**config.mk**
```make
export PLATFORM = sky130hd
export DESIGN_NAME = instr_fetch_unit
export DESIGN_NICKNAME = d
export VERILOG_FILES = /design/src/rtl/instr_fetch_unit.sv
export SDC_FILE = /design/constraint.sdc
export NUM_CORES = 1
export LEC_CHECK = 0
export ABC_AREA = 0
export BUFFER_PORTS_ARGS = -buffer_cell sky130_fd_sc_hd__buf_2
export CAP_MARGIN = 25
export CORE_MARGIN = 3
export CORE_UTILIZATION = 48
export CTS_CLUSTER_DIAMETER = 150
export DETAILED_ROUTE_END_ITERATION = 6
export PLACE_DENSITY = 0.84
export SYNTH_ARGS = -nofsm -noshare
export SYNTH_HDL_FRONTEND = slang
export SYNTH_SLANG_ARGS = --single-unit
```
**constraint.sdc**
```tcl
create_clock -name clk -period 4.7 [get_ports clk]
set_input_delay 0.47 -clock clk [delete_from_list [all_inputs] [get_ports clk]]
set_output_delay 0.47 -clock clk [all_outputs]
set_load 0.02 [all_outputs]
```
**src/rtl/instr_fetch_unit.sv**
```systemverilog
// Instruction fetch unit: one outstanding imem request, small issue buffer towards decode, PC redirect flush.
// Optional FETCH_STATS_EN adds pop (fetch_cnt) and redirect (flush_cnt) counters.
module instr_fetch_unit #(
    parameter logic [31:0] RESET_PC  = 32'h0000_0000,
    parameter int          BUF_DEPTH = 2
) (
    input  logic        clk,
    input  logic        rst_n,
    output logic        imem_req,
    output logic [31:0] imem_addr,
    input  logic        imem_valid,
    input  logic [31:0] imem_rdata,
    output logic        inst_valid,
    input  logic        inst_ready,
    output logic [31:0] inst,
    output logic [5:0]  Op,
    output logic [31:0] inst_pc,
    input  logic        redirect_valid,
    input  logic [31:0] redirect_pc
`ifdef FETCH_STATS_EN
    ,
    output logic [31:0] fetch_cnt,
    output logic [31:0] flush_cnt
`endif
);

    // state  | meaning
    // S_IDLE | just out of reset, imem responses ignored
    // S_REQ  | request pulse for pc_q on imem
    // S_WAIT | request in flight, waiting for imem_valid
    // S_FULL | buffer full, waiting for decode to pop
    // S_DROP | request in flight for a flushed path, discard its response
    typedef enum logic [2:0] {S_IDLE, S_REQ, S_WAIT, S_FULL, S_DROP} state_t;

    localparam int PW = $clog2(BUF_DEPTH);
    localparam int CW = PW + 1;

    state_t          state_q, state_d;
    logic [31:0]     pc_q, pc_d;
    logic [PW-1:0]   wr_ptr_q, wr_ptr_d;
    logic [PW-1:0]   rd_ptr_q, rd_ptr_d;
    logic [CW-1:0]   cnt_q, cnt_d;
    logic [CW-1:0]   cnt_after;
    logic [31:0]     word_mem [BUF_DEPTH];
    logic [31:0]     pc_mem   [BUF_DEPTH];
    logic            push, pop, flush;

    assign inst_valid = (cnt_q != '0);
    assign pop        = inst_valid & inst_ready;
    assign flush      = redirect_valid & (state_q != S_IDLE);
    assign push       = (state_q == S_WAIT) & imem_valid & ~redirect_valid;
    assign cnt_after  = cnt_q + CW'(push) - CW'(pop);

    assign imem_req  = (state_q == S_REQ);
    assign imem_addr = imem_req ? pc_q : '0;
    assign inst      = inst_valid ? word_mem[rd_ptr_q] : '0;
    assign inst_pc   = inst_valid ? pc_mem[rd_ptr_q] : '0;
    assign Op        = inst[31:26];

    always_comb begin
        state_d  = state_q;
        pc_d     = pc_q;
        wr_ptr_d = wr_ptr_q;
        rd_ptr_d = rd_ptr_q;
        cnt_d    = cnt_q;
        if (flush) begin
            pc_d     = redirect_pc & 32'hFFFF_FFFC;
            wr_ptr_d = '0;
            rd_ptr_d = '0;
            cnt_d    = '0;
            // a response landing in the same cycle as the redirect closes out the in-flight request
            case (state_q)
                S_REQ:          state_d = S_DROP;
                S_WAIT, S_DROP: state_d = imem_valid ? S_REQ : S_DROP;
                default:        state_d = S_REQ;
            endcase
        end else begin
            if (push) wr_ptr_d = wr_ptr_q + PW'(1);
            if (pop)  rd_ptr_d = rd_ptr_q + PW'(1);
            cnt_d = cnt_after;
            case (state_q)
                S_IDLE: state_d = S_REQ;
                S_REQ:  state_d = S_WAIT;
                S_WAIT: begin
                    if (imem_valid) begin
                        pc_d    = pc_q + 32'd4;
                        state_d = (cnt_after < CW'(BUF_DEPTH)) ? S_REQ : S_FULL;
                    end
                end
                S_FULL: if (pop) state_d = S_REQ;
                S_DROP: if (imem_valid) state_d = S_REQ;
                default: state_d = S_IDLE;
            endcase
        end
    end

    always_ff @(posedge clk or negedge rst_n) begin
        if (!rst_n) begin
            state_q  <= S_IDLE;
            pc_q     <= RESET_PC;
            wr_ptr_q <= '0;
            rd_ptr_q <= '0;
            cnt_q    <= '0;
        end else begin
            state_q  <= state_d;
            pc_q     <= pc_d;
            wr_ptr_q <= wr_ptr_d;
            rd_ptr_q <= rd_ptr_d;
            cnt_q    <= cnt_d;
        end
    end

    // payload needs no reset: outputs are gated by the occupancy count
    always_ff @(posedge clk) begin
        if (push) begin
            word_mem[wr_ptr_q] <= imem_rdata;
            pc_mem[wr_ptr_q]   <= pc_q;
        end
    end

`ifdef FETCH_STATS_EN
    logic [31:0] fetch_cnt_q, flush_cnt_q;

    always_ff @(posedge clk or negedge rst_n) begin
        if (!rst_n) begin
            fetch_cnt_q <= '0;
            flush_cnt_q <= '0;
        end else begin
            if (pop)   fetch_cnt_q <= fetch_cnt_q + 32'd1;
            if (flush) flush_cnt_q <= flush_cnt_q + 32'd1;
        end
    end

    assign fetch_cnt = fetch_cnt_q;
    assign flush_cnt = flush_cnt_q;
`endif

endmodule

```
==> results.py, run 1 <==
metrics = {
    "run_status": {
        "outcome": "finished, final reports clean",
    },
    "timing": {
        "tns_ns": 0,
        "timing.final.crit_share": 0.599,
        "fmaxAchievable_mhz": 355,
        "relSlewSlack": 0.425,
        "hold_viol": 0,
        "setup_viol_count_final": 0,
        "tightest_slew_ns": 0.863,
        "skew_ns": 0.00835,
        "rsz0062_at_grt": "no",
        "drv_slew": 0,
        "min_period_ns": 2.82,
    },
    "floorplan": {
        "die_w_um": 128,
        "start_util": 0.503,
        "design.core.area_um2": 14200,
        "die-area_um2": 16400,
        "row_count": 43,
        "die_h_um": 128,
        "pin_count": 173,
    },
    "setup_path": {
        "rrSetupSlack_ns": 1.88,
        "critPathArrivalTime_ns": 2.91,
        "worst_ep_required_time_ns": 4.79,
        "r2r-start": "state_q[0]$_DFFE_PN0P_",
        "critPathLaunchType": "flip-flop",
        "crit_start": "state_q[0]$_DFFE_PN0P_",
        "crit_fanout": 26,
        "worst_r2r_path_depth": 4,
        "crit_path_end_kind": "flip-flop",
        "crit_type": "flip-flop to flip-flop",
        "rr_endpoint": "word_mem[1][7]$_DFFE_PP_",
    },
    "clock_network": {
        "cts-root-buf": "clkbuf_16",
        "cts_tree": "done",
        "cts-buffers-inserted": 17,
        "cts_sinks": 161,
        "max-clock-path-buffers": 2,
        "cts.hold.buffers_added": 0,
        "clock_latency_ns": 0.42,
        "htreeDepth": 4,
        "clk_pin_slew_ns": 0.06,
        "cts_setup_buffers": 0,
        "cts_resized": 0,
    },
    "drt": {
        "drt_wl_total_um": 16500,
        "ant_nets": 0,
        "wl_per_cell_um": 18.3,
        "remaining_drc_errors": 0,
        "routed-via-count": 4974,
        "drtIter0Drc": 330,
        "dr.pass1.iters": 5,
        "viasPerCell": 5.53,
    },
    "power_and_ir_drop": {
        "powerDensity_nw_per_um2": 624,
        "p_sw_mw": 2.10,
        "swShare": 0.387,
        "p_clk_frac": 0.241,
        "p_int_mw": 3.32,
        "p_leak_nw": 3.45,
        "p_comb_frac": 0.363,
        "pwr-share-seq": 0.396,
        "vdd_drop_max_mv": 0.333,
    },
    "synth": {
        "synth_area_leaders": "edfxtp_1 (52%), dfrtp_1 (13%), mux2i_1 (8.7%)",
        "netlist.area_leader.share": 0.521,
        "synth_edf_count": 124,
        "synth-seq-area-share": 0.651,
        "synth_cells": 550,
        "synthArstFlopShare": 0.230,
        "netlist_area_um2": 7140,
        "synth_warnings": 0,
        "ys_ff_latch": 161,
        "synth_ff_type": "edfxtp_1",
        "synth_cell_type_count": 49,
        "synth.avg_cell_area_um2": 13.0,
        "yosysTopAreaCell": "edfxtp_1",
    },
    "place": {
        "gp_congestion": 0.792,
        "dp_hpwl_um": 10900,
        "dp.cells": 865,
        "post_dp_cell_area_um2": 8070,
        "port_buffers": 166,
    },
    "cells_and_area": {
        "fill_cells": 1100,
        "area_growth_pct": 21.3,
        "utilization": 0.610,
        "final_nets": 778,
        "final_cell_area_um2": 8670,
        "antenna_cells": 0,
        "drive_gt1_frac": 0.300,
        "fin_cells": 899,
    },
    "grt": {
        "grt-ovfl-total": 0,
        "grtUsageTotal": 0.200,
        "grt_pass1_vias": 4909,
        "antenna_found_initial": 0,
        "grt_max_degree": 64,
        "grt_pass1_wl_um": 25100,
    },
    "flow_run": {
        "drv_cap": 0,
    },
    "hold_path": {
        "hp-class": "primary input to async pin",
    },
}
[through the flow]
stage	worst slack [ns]	power [mW]	hold WS [ns]
floorplan	0.332	3.43	0.174
global placement	1.95	4.03	0.531
detailed placement	1.87	4.10	0.522
CTS	1.63	5.41	0.181
global route	1.71	5.68	0.224
finish	1.88	5.41	0.153
[cell usage in the layout, fill, tap and decap left out, drive strengths merged, types with 5 or more instances in the layout]
master	n
buf	175
edfxtp	124
nor2	88
mux2i	62
dfrtp	37
and2	34
clkbuf	24
nand2	21
a31oi	20
o21ai	16
or4	16
o31ai	15
nand3	14
nand4	9
and3	7
or3	6
xor2	6
clkinv	6
inv	5
and4	5
[area by class of cell]
class	instances	area, um2	share of cell area
clock buffer	24	472	0.0544
multi-input combinational	346	2290	0.264
sequential	161	4650	0.537
tap	180	225	0.0260
timing repair buffer	175	922	0.106
clock inverter	8	86.3	0.00996
inverter	5	18.8	0.00217
[worst max-delay path by stage]
stage	end	slack, ns	cells past startpoint
final	word_mem[1][7]$_DFFE_PP_	1.88	4
after floorplan	pc_mem[0][10]$_DFFE_PP_	0.33	5
after detailed placement	word_mem[1][14]$_DFFE_PP_	1.87	4
after CTS	imem_addr[3]	1.63	4
after global placement	word_mem[0][1]$_DFFE_PP_	1.95	5
after global routing	word_mem[1][7]$_DFFE_PP_	1.71	4
[power by group through the flow]
stage | clock [mW] | sequential, mW | combinational (mW)
after global placement | 0 | 2.19 | 1.84
after detailed placement | 0 | 2.22 | 1.89
after CTS | 1.32 | 2.19 | 1.90
final | 1.30 | 2.14 | 1.97
after global routing | 1.38 | 2.18 | 2.12
after floorplan | 0 | 1.98 | 1.45
[layer usage]
layer	track usage	vias to the layer above	part of all wire	wire, um
met5	0	-	0	0
met4	0.0737	0	0.016	256
met3	0.0483	22	0.070	1160
met2	0.344	193	0.52	8490
met1	0.245	2426	0.40	6580
li1	-	2333	-	-
[cells by family (layout without fill, tap and decap cells)]
family	count (synthesis)	in the layout	synth area share
simple gates	207	207	0.152
flops	161	161	0.651
mux	63	63	0.0885
compound gates	59	59	0.0536
buf+inv	46	212	0.0354
xor+xnor	10	10	0.0142
fa+ha+maj	3	3	0.00526
other cells	1	4	0.000525
[flip-flops by register name, indices dropped and copies added (netlist names)]
signal	flops
rd_ptr_q	1
cnt_q	2
word_mem	64
wr_ptr_q	1
pc_q	30
pc_mem	60
state_q	3
[synth_stat cells, types with 2 or more instances]
library cell and instances:
buf_6 2, and2_1 34, edfxtp_1 124, or3_1 6
nand4_1 7, xnor2_1 3, nand4_2 2, mux2i_1 62
nand2_1 19, ha_1 3, o31ai_1 14, nand3_1 13
and3_1 7, inv_1 5, dfrtp_1 37, clkbuf_1 17
a21oi_1 2, and4_1 3, xor2_1 6, a31oi_1 20
or4_1 16, o21ai_0 16, nor2_1 88, buf_4 10
buf_2 10
[worst max-delay path, stage by stage (launching register included)]
cell and delay [ns]:
dfrtp_1 0.48, and4bb_4 0.55, or2b_1 0.34, nor2_4 0.66, buf_4 0.43
(Power assumes the default switching activity.)
==> inputs of run 2 (changes only) <==
--- a/config.mk
+++ b/config.mk
@@ -9,10 +9,10 @@
 export BUFFER_PORTS_ARGS = -buffer_cell sky130_fd_sc_hd__buf_2
 export CAP_MARGIN = 25
 export CORE_MARGIN = 3
-export CORE_UTILIZATION = 48
+export CORE_UTILIZATION = 54
 export CTS_CLUSTER_DIAMETER = 150
 export DETAILED_ROUTE_END_ITERATION = 6
-export PLACE_DENSITY = 0.84
+export PLACE_DENSITY = 0.88
 export SYNTH_ARGS = -nofsm -noshare
 export SYNTH_HDL_FRONTEND = slang
 export SYNTH_SLANG_ARGS = --single-unit
==> constraint.sdc (replaced) <==
create_clock -name clk -period 2.86 [get_ports clk]
set_input_delay 0.286 -clock clk [delete_from_list [all_inputs] [get_ports clk]]
set_output_delay 0.286 -clock clk [all_outputs]
set_load 0.02 [all_outputs]
==> results.py, run 2 (synthesis results as in run 1) <==
metrics = {
    "clock_network": {
        "cts_sinks": 161,
        "cts.hold.buffers_added": 1,
        "clk_pin_slew_ns": 0.06,
        "cts_setup_buffers": 0,
        "cts-buffers-inserted": 17,
        "cts_resized": 0,
        "max-clock-path-buffers": 2,
        "cts-root-buf": "clkbuf_16",
        "htreeDepth": 4,
        "clock_latency_ns": 0.42,
        "cts_tree": "done",
    },
    "drt": {
        "dr.pass1.iters": 5,
        "drt_wl_total_um": 16000,
        "wl_per_cell_um": 17.9,
        "drtIter0Drc": 527,
        "ant_nets": 0,
        "routed-via-count": 5073,
        "remaining_drc_errors": 0,
        "viasPerCell": 5.68,
    },
    "setup_path": {
        "rrSetupSlack_ns": 0.30,
        "crit_type": "flip-flop to flip-flop",
        "r2r-start": "state_q[2]$_DFFE_PN0P_",
        "crit_start": "state_q[2]$_DFFE_PN0P_",
        "critPathLaunchType": "flip-flop",
        "crit_cells": 9,
        "worst_ep_required_time_ns": 3.20,
        "critPathBufInv": 1,
        "slowest_stage": "dfrtp_1",
        "worst_r2r_path_depth": 9,
        "path_delay_family": "simple AND/OR/NAND/NOR gates",
        "slowest_delay_ns": 0.51,
        "rr_endpoint": "state_q[1]$_DFFE_PN0P_",
        "path_cells": "and4bb_4, or2b_1, ha_1, inv_1, ha_1, xnor3_1, a21oi_1, a21oi_1, nor3_1",
        "critPathArrivalTime_ns": 2.90,
        "crit_fanout": 10,
        "cp-endpoint": "state_q[1]$_DFFE_PN0P_",
        "crit_path_end_kind": "flip-flop",
    },
    "timing": {
        "drv_slew": 0,
        "relSlewSlack": 0.443,
        "rsz0062_at_grt": "no",
        "min_period_ns": 2.56,
        "tightest_slew_ns": 0.835,
        "setup_viol_count_final": 0,
        "fmaxAchievable_mhz": 391,
        "hold_viol": 0,
        "timing.final.crit_share": 0.895,
        "skew_ns": 0.00585,
    },
    "floorplan": {
        "die_h_um": 121,
        "row_count": 41,
        "die_w_um": 121,
        "design.core.area_um2": 12800,
        "start_util": 0.559,
        "die-area_um2": 14600,
        "pin_count": 173,
    },
    "cells_and_area": {
        "top_regs": "word_mem x64, pc_mem x60, pc_q x30",
        "area_growth_pct": 22.8,
        "final_nets": 780,
        "layout_commonest_cell": "buf_2",
        "final_cell_mix": "buf_2 (166), edfxtp_1 (124), nor2_1 (85), mux2i_1 (62), dfrtp_1 (36)",
        "largest_reg_flops": 64,
        "top_register": "word_mem",
        "drive_gt1_frac": 0.312,
        "fin_cells": 893,
        "antenna_cells": 0,
    },
    "power_and_ir_drop": {
        "powerDensity_nw_per_um2": 1040,
        "vdd_drop_max_mv": 0.700,
        "p_total_mw": 9.14,
        "p_leak_nw": 3.50,
    },
    "grt": {
        "grt_pass1_wl_um": 24600,
        "grtUsageTotal": 0.220,
        "grt-ovfl-total": 0,
        "gr-usage-met1": 0.267,
        "antenna_found_initial": 0,
        "grt-busiest-layer": "met2",
        "grt_max_degree": 63,
        "grt_pass1_vias": 4954,
        "grt.met2_usage": 0.383,
        "grt_use_met3": 0.0448,
    },
    "hold_path": {
        "hp-class": "primary input to flip-flop",
    },
    "run_status": {
        "outcome": "finished, final reports clean",
    },
    "place": {
        "dp_hpwl_um": 10400,
        "port_buffers": 166,
        "dp.cells": 860,
        "gp_congestion": 0.833,
    },
    "flow_run": {
        "drv_cap": 0,
    },
}
[run 2: changes by cell type in the layout (fill, tap and decap cells not counted), sizes merged, moves of 2 or more]
cell	delta
bufinv	+2
clkbuf	-7
clkinv	-2
clkinvlp	+2
inv	+5
[run 2: metal layers]
layer / vias to the layer above / wire length, um
met1: 2471 / 6370
met4: 0 / 296
li1: 2339 / -
met3: 29 / 1080
met2: 234 / 8270
met5: - / 0
[run 2: cell type report]
class	count	area, um2
multi-input cells	346	2290
well taps	172	215
clock inverters	15	206
inverters	5	18.8
repair buffers	177	966
clock buffers	17	425
flip-flops and latches	161	4650
fillers	898	4000
[run 2: how the worst min path moves through the flow]
stage	from	to	slack, ns	cells past startpoint
2_1_floorplan	rst_n	cnt_q[0]$_DFF_PN0_	-0.01	0
3_3_place_gp	rst_n	pc_q[4]$_DFFE_PN0P_	0.43	1
3_5_place_dp	rst_n	pc_q[2]$_DFFE_PN0P_	0.44	1
4_1_cts	imem_rdata[29]	word_mem[0][29]$_DFFE_PP_	0.03	1
5_1_grt	imem_rdata[28]	word_mem[0][28]$_DFFE_PP_	0.04	1
6_report	imem_rdata[7]	word_mem[0][7]$_DFFE_PP_	0.05	1
[run 2: metrics by stage]
step	util	worst slack (ns)	area [um2]	hold WS, ns	TNS (ns)
6_report	0.687	0.300	8770	0.0522	0
5_1_grt	0.687	0.157	8770	0.0373	0
4_1_cts	0.687	0.314	8770	0.0329	0
3_5_place_dp	0.637	0.331	8130	0.444	0
3_3_place_gp	0.637	0.445	8130	0.430	0
2_1_floorplan	-	-0.470	7160	-0.00959	-57.42
[run 2: report_power, final]
part	internal (mW)	switching (mW)
Sequential	2.95	0.571
Clock	1.47	0.928
Combinational	1.18	2.04
[run 2: worst register-to-register path, cell delays in order, from the launching register on]
cell and delay, ns:
dfrtp_1 0.51, and4bb_4 0.36, or2b_1 0.31, ha_1 0.31
inv_1 0.07, ha_1 0.14, xnor3_1 0.40, a21oi_1 0.17
a21oi_1 0.05, nor3_1 0.15
==> inputs of run 3 (changes only) <==
--- a/config.mk
+++ b/config.mk
@@ -8,11 +8,13 @@
 export ABC_AREA = 0
 export BUFFER_PORTS_ARGS = -buffer_cell sky130_fd_sc_hd__buf_2
 export CAP_MARGIN = 25
+export CELL_PAD_IN_SITES_DETAIL_PLACEMENT = 1
+export CELL_PAD_IN_SITES_GLOBAL_PLACEMENT = 2
 export CORE_MARGIN = 3
-export CORE_UTILIZATION = 54
+export CORE_UTILIZATION = 35
 export CTS_CLUSTER_DIAMETER = 150
 export DETAILED_ROUTE_END_ITERATION = 6
-export PLACE_DENSITY = 0.88
+export PLACE_DENSITY = 0.87
 export SYNTH_ARGS = -nofsm -noshare
 export SYNTH_HDL_FRONTEND = slang
 export SYNTH_SLANG_ARGS = --single-unit
==> constraint.sdc (replaced) <==
create_clock -name clk -period 2.86 [get_ports clk]
set_input_delay 0.858 -clock clk [delete_from_list [all_inputs] [get_ports clk]]
set_output_delay 0.858 -clock clk [all_outputs]
set_load 0.02 [all_outputs]
==> results.py, run 3 (synthesis results as in run 1) <==
metrics = {
    "cells_and_area": {
        "final_nets": 785,
        "area_growth_pct": 25.0,
        "fill_cells": 2142,
        "fin_cells": 991,
        "top_register": "word_mem",
        "top_regs": "word_mem x64, pc_mem x60, pc_q x30",
        "utilization": 0.451,
        "largest_reg_flops": 64,
        "antenna_cells": 0,
        "final_cell_mix": "buf_2 (166), edfxtp_1 (124), nor2_1 (85), mux2i_1 (62), dfrtp_1 (35)",
        "layout_commonest_cell": "buf_2",
        "drive_gt1_frac": 0.318,
    },
    "timing": {
        "fmaxAchievable_mhz": 369,
        "tightest_slew_ns": 0.612,
        "skew_ns": 0.0151,
        "rsz0062_at_grt": "no",
        "setup_viol_count_final": 0,
        "relSlewSlack": 0.592,
        "timing.final.crit_share": 0.947,
        "min_period_ns": 2.71,
        "hold_viol": 0,
        "tns_ns": 0,
        "drv_slew": 0,
        "fin_ws_ns": 0.152,
    },
    "drt": {
        "wl_per_cell_um": 18.7,
        "remaining_drc_errors": 0,
        "routed-via-count": 5038,
        "ant_nets": 0,
        "viasPerCell": 5.08,
        "drt_wl_total_um": 18500,
        "dr.pass1.iters": 4,
        "drtIter0Drc": 232,
    },
    "place": {
        "port_buffers": 166,
        "gp_congestion": 0.740,
        "post-place-ws_ns": 0.0626,
        "dp.cells": 958,
        "dp_hpwl_um": 12800,
    },
    "floorplan": {
        "die_h_um": 149,
        "pin_count": 173,
        "die_w_um": 149,
        "start_util": 0.361,
        "row_count": 51,
        "die-area_um2": 22200,
        "design.core.area_um2": 19800,
    },
    "clock_network": {
        "htreeDepth": 4,
        "cts.hold.buffers_added": 0,
        "cts-buffers-inserted": 17,
        "clock_latency_ns": 0.41,
        "cts-root-buf": "clkbuf_16",
        "cts_sinks": 161,
        "cts_tree": "done",
        "max-clock-path-buffers": 2,
        "clk_pin_slew_ns": 0.07,
    },
    "grt": {
        "grt_pass1_wl_um": 28400,
        "grt_max_degree": 63,
        "antenna_found_initial": 1,
        "grt_pass1_vias": 5231,
        "grtUsageTotal": 0.163,
        "grt-ovfl-total": 0,
    },
    "setup_path": {
        "slowest_stage": "dfrtp_1",
        "critPathBufInv": 2,
        "rrSetupSlack_ns": 0.43,
        "crit_type": "flip-flop to output port",
        "slowest_delay_ns": 0.51,
        "critPathArrivalTime_ns": 1.85,
        "critPathLaunchType": "flip-flop",
        "path_cells": "nor3b_2, buf_4, and2_1, buf_2",
        "worst_ep_required_time_ns": 2.00,
        "crit_fanout": 17,
        "crit_path_end_kind": "output port",
        "path_delay_family": "flip-flops",
        "r2r-start": "state_q[2]$_DFFE_PN0P_",
        "rr_endpoint": "state_q[1]$_DFFE_PN0P_",
        "worst_r2r_path_depth": 9,
    },
    "power_and_ir_drop": {
        "p_total_mw": 9.16,
        "powerDensity_nw_per_um2": 1030,
        "vdd_drop_max_mv": 0.439,
        "p_leak_nw": 3.51,
    },
    "flow_run": {
        "drv_cap": 0,
    },
    "run_status": {
        "outcome": "finished, final reports clean",
    },
    "hold_path": {
        "hp-class": "primary input to async pin",
    },
}
## run 3: how the worst max path moves through the flow
stage	cells past startpoint	end	startpoint
finish	4	imem_addr[17]	state_q[2]$_DFFE_PN0P_
global route	4	imem_addr[17]	state_q[2]$_DFFE_PN0P_
CTS	4	inst[10]	rd_ptr_q$_DFFE_PN0P_
detailed placement	10	state_q[1]$_DFFE_PN0P_	imem_valid
global placement	10	state_q[1]$_DFFE_PN0P_	imem_valid
floorplan	4	pc_mem[0][10]$_DFFE_PP_	imem_valid
## run 3: stage by stage
| step | instance area [um2] | hold slack, ns |
|---|---|---|
| 5_1_grt | 8930 | 0.484 |
| 4_1_cts | 8900 | 0.461 |
| 2_1_floorplan | 7170 | 0.476 |
| 6_report | 8930 | 0.455 |
| 3_3_place_gp | 8310 | 0.537 |
| 3_5_place_dp | 8310 | 0.559 |
## run 3: repair_timing
| action | CTS | global route |
|---|---|---|
| endpoints found under the setup margin | 0 | 7 |
| gates resized for setup | 0 | 1 |
| setup buffers | 0 | 1 |
## run 3: cell type report
class | count | area (um2) | area share
Multi-Input combinational cell | 346 | 2290 | 0.257
Tap cell | 265 | 332 | 0.0371
Inverter | 5 | 18.8 | 0.00210
Clock buffer | 18 | 429 | 0.0481
Sequential cell | 161 | 4650 | 0.521
Clock inverter | 14 | 155 | 0.0174
Timing Repair Buffer | 182 | 1050 | 0.117
## run 3: layer usage
| metal | routed length (um) | track usage |
|---|---|---|
| met5 | 13 | 0 |
| met4 | 245 | 0.0389 |
| met3 | 960 | 0.0356 |
| met2 | 9440 | 0.290 |
| met1 | 7860 | 0.202 |
## run 3: power breakdown
group	switching (mW)	total (mW)	internal [mW]
combinational	2.14	3.42	1.27
sequential	0.562	3.51	2.95
clock	0.929	2.23	1.30
total	3.63	9.16	5.52
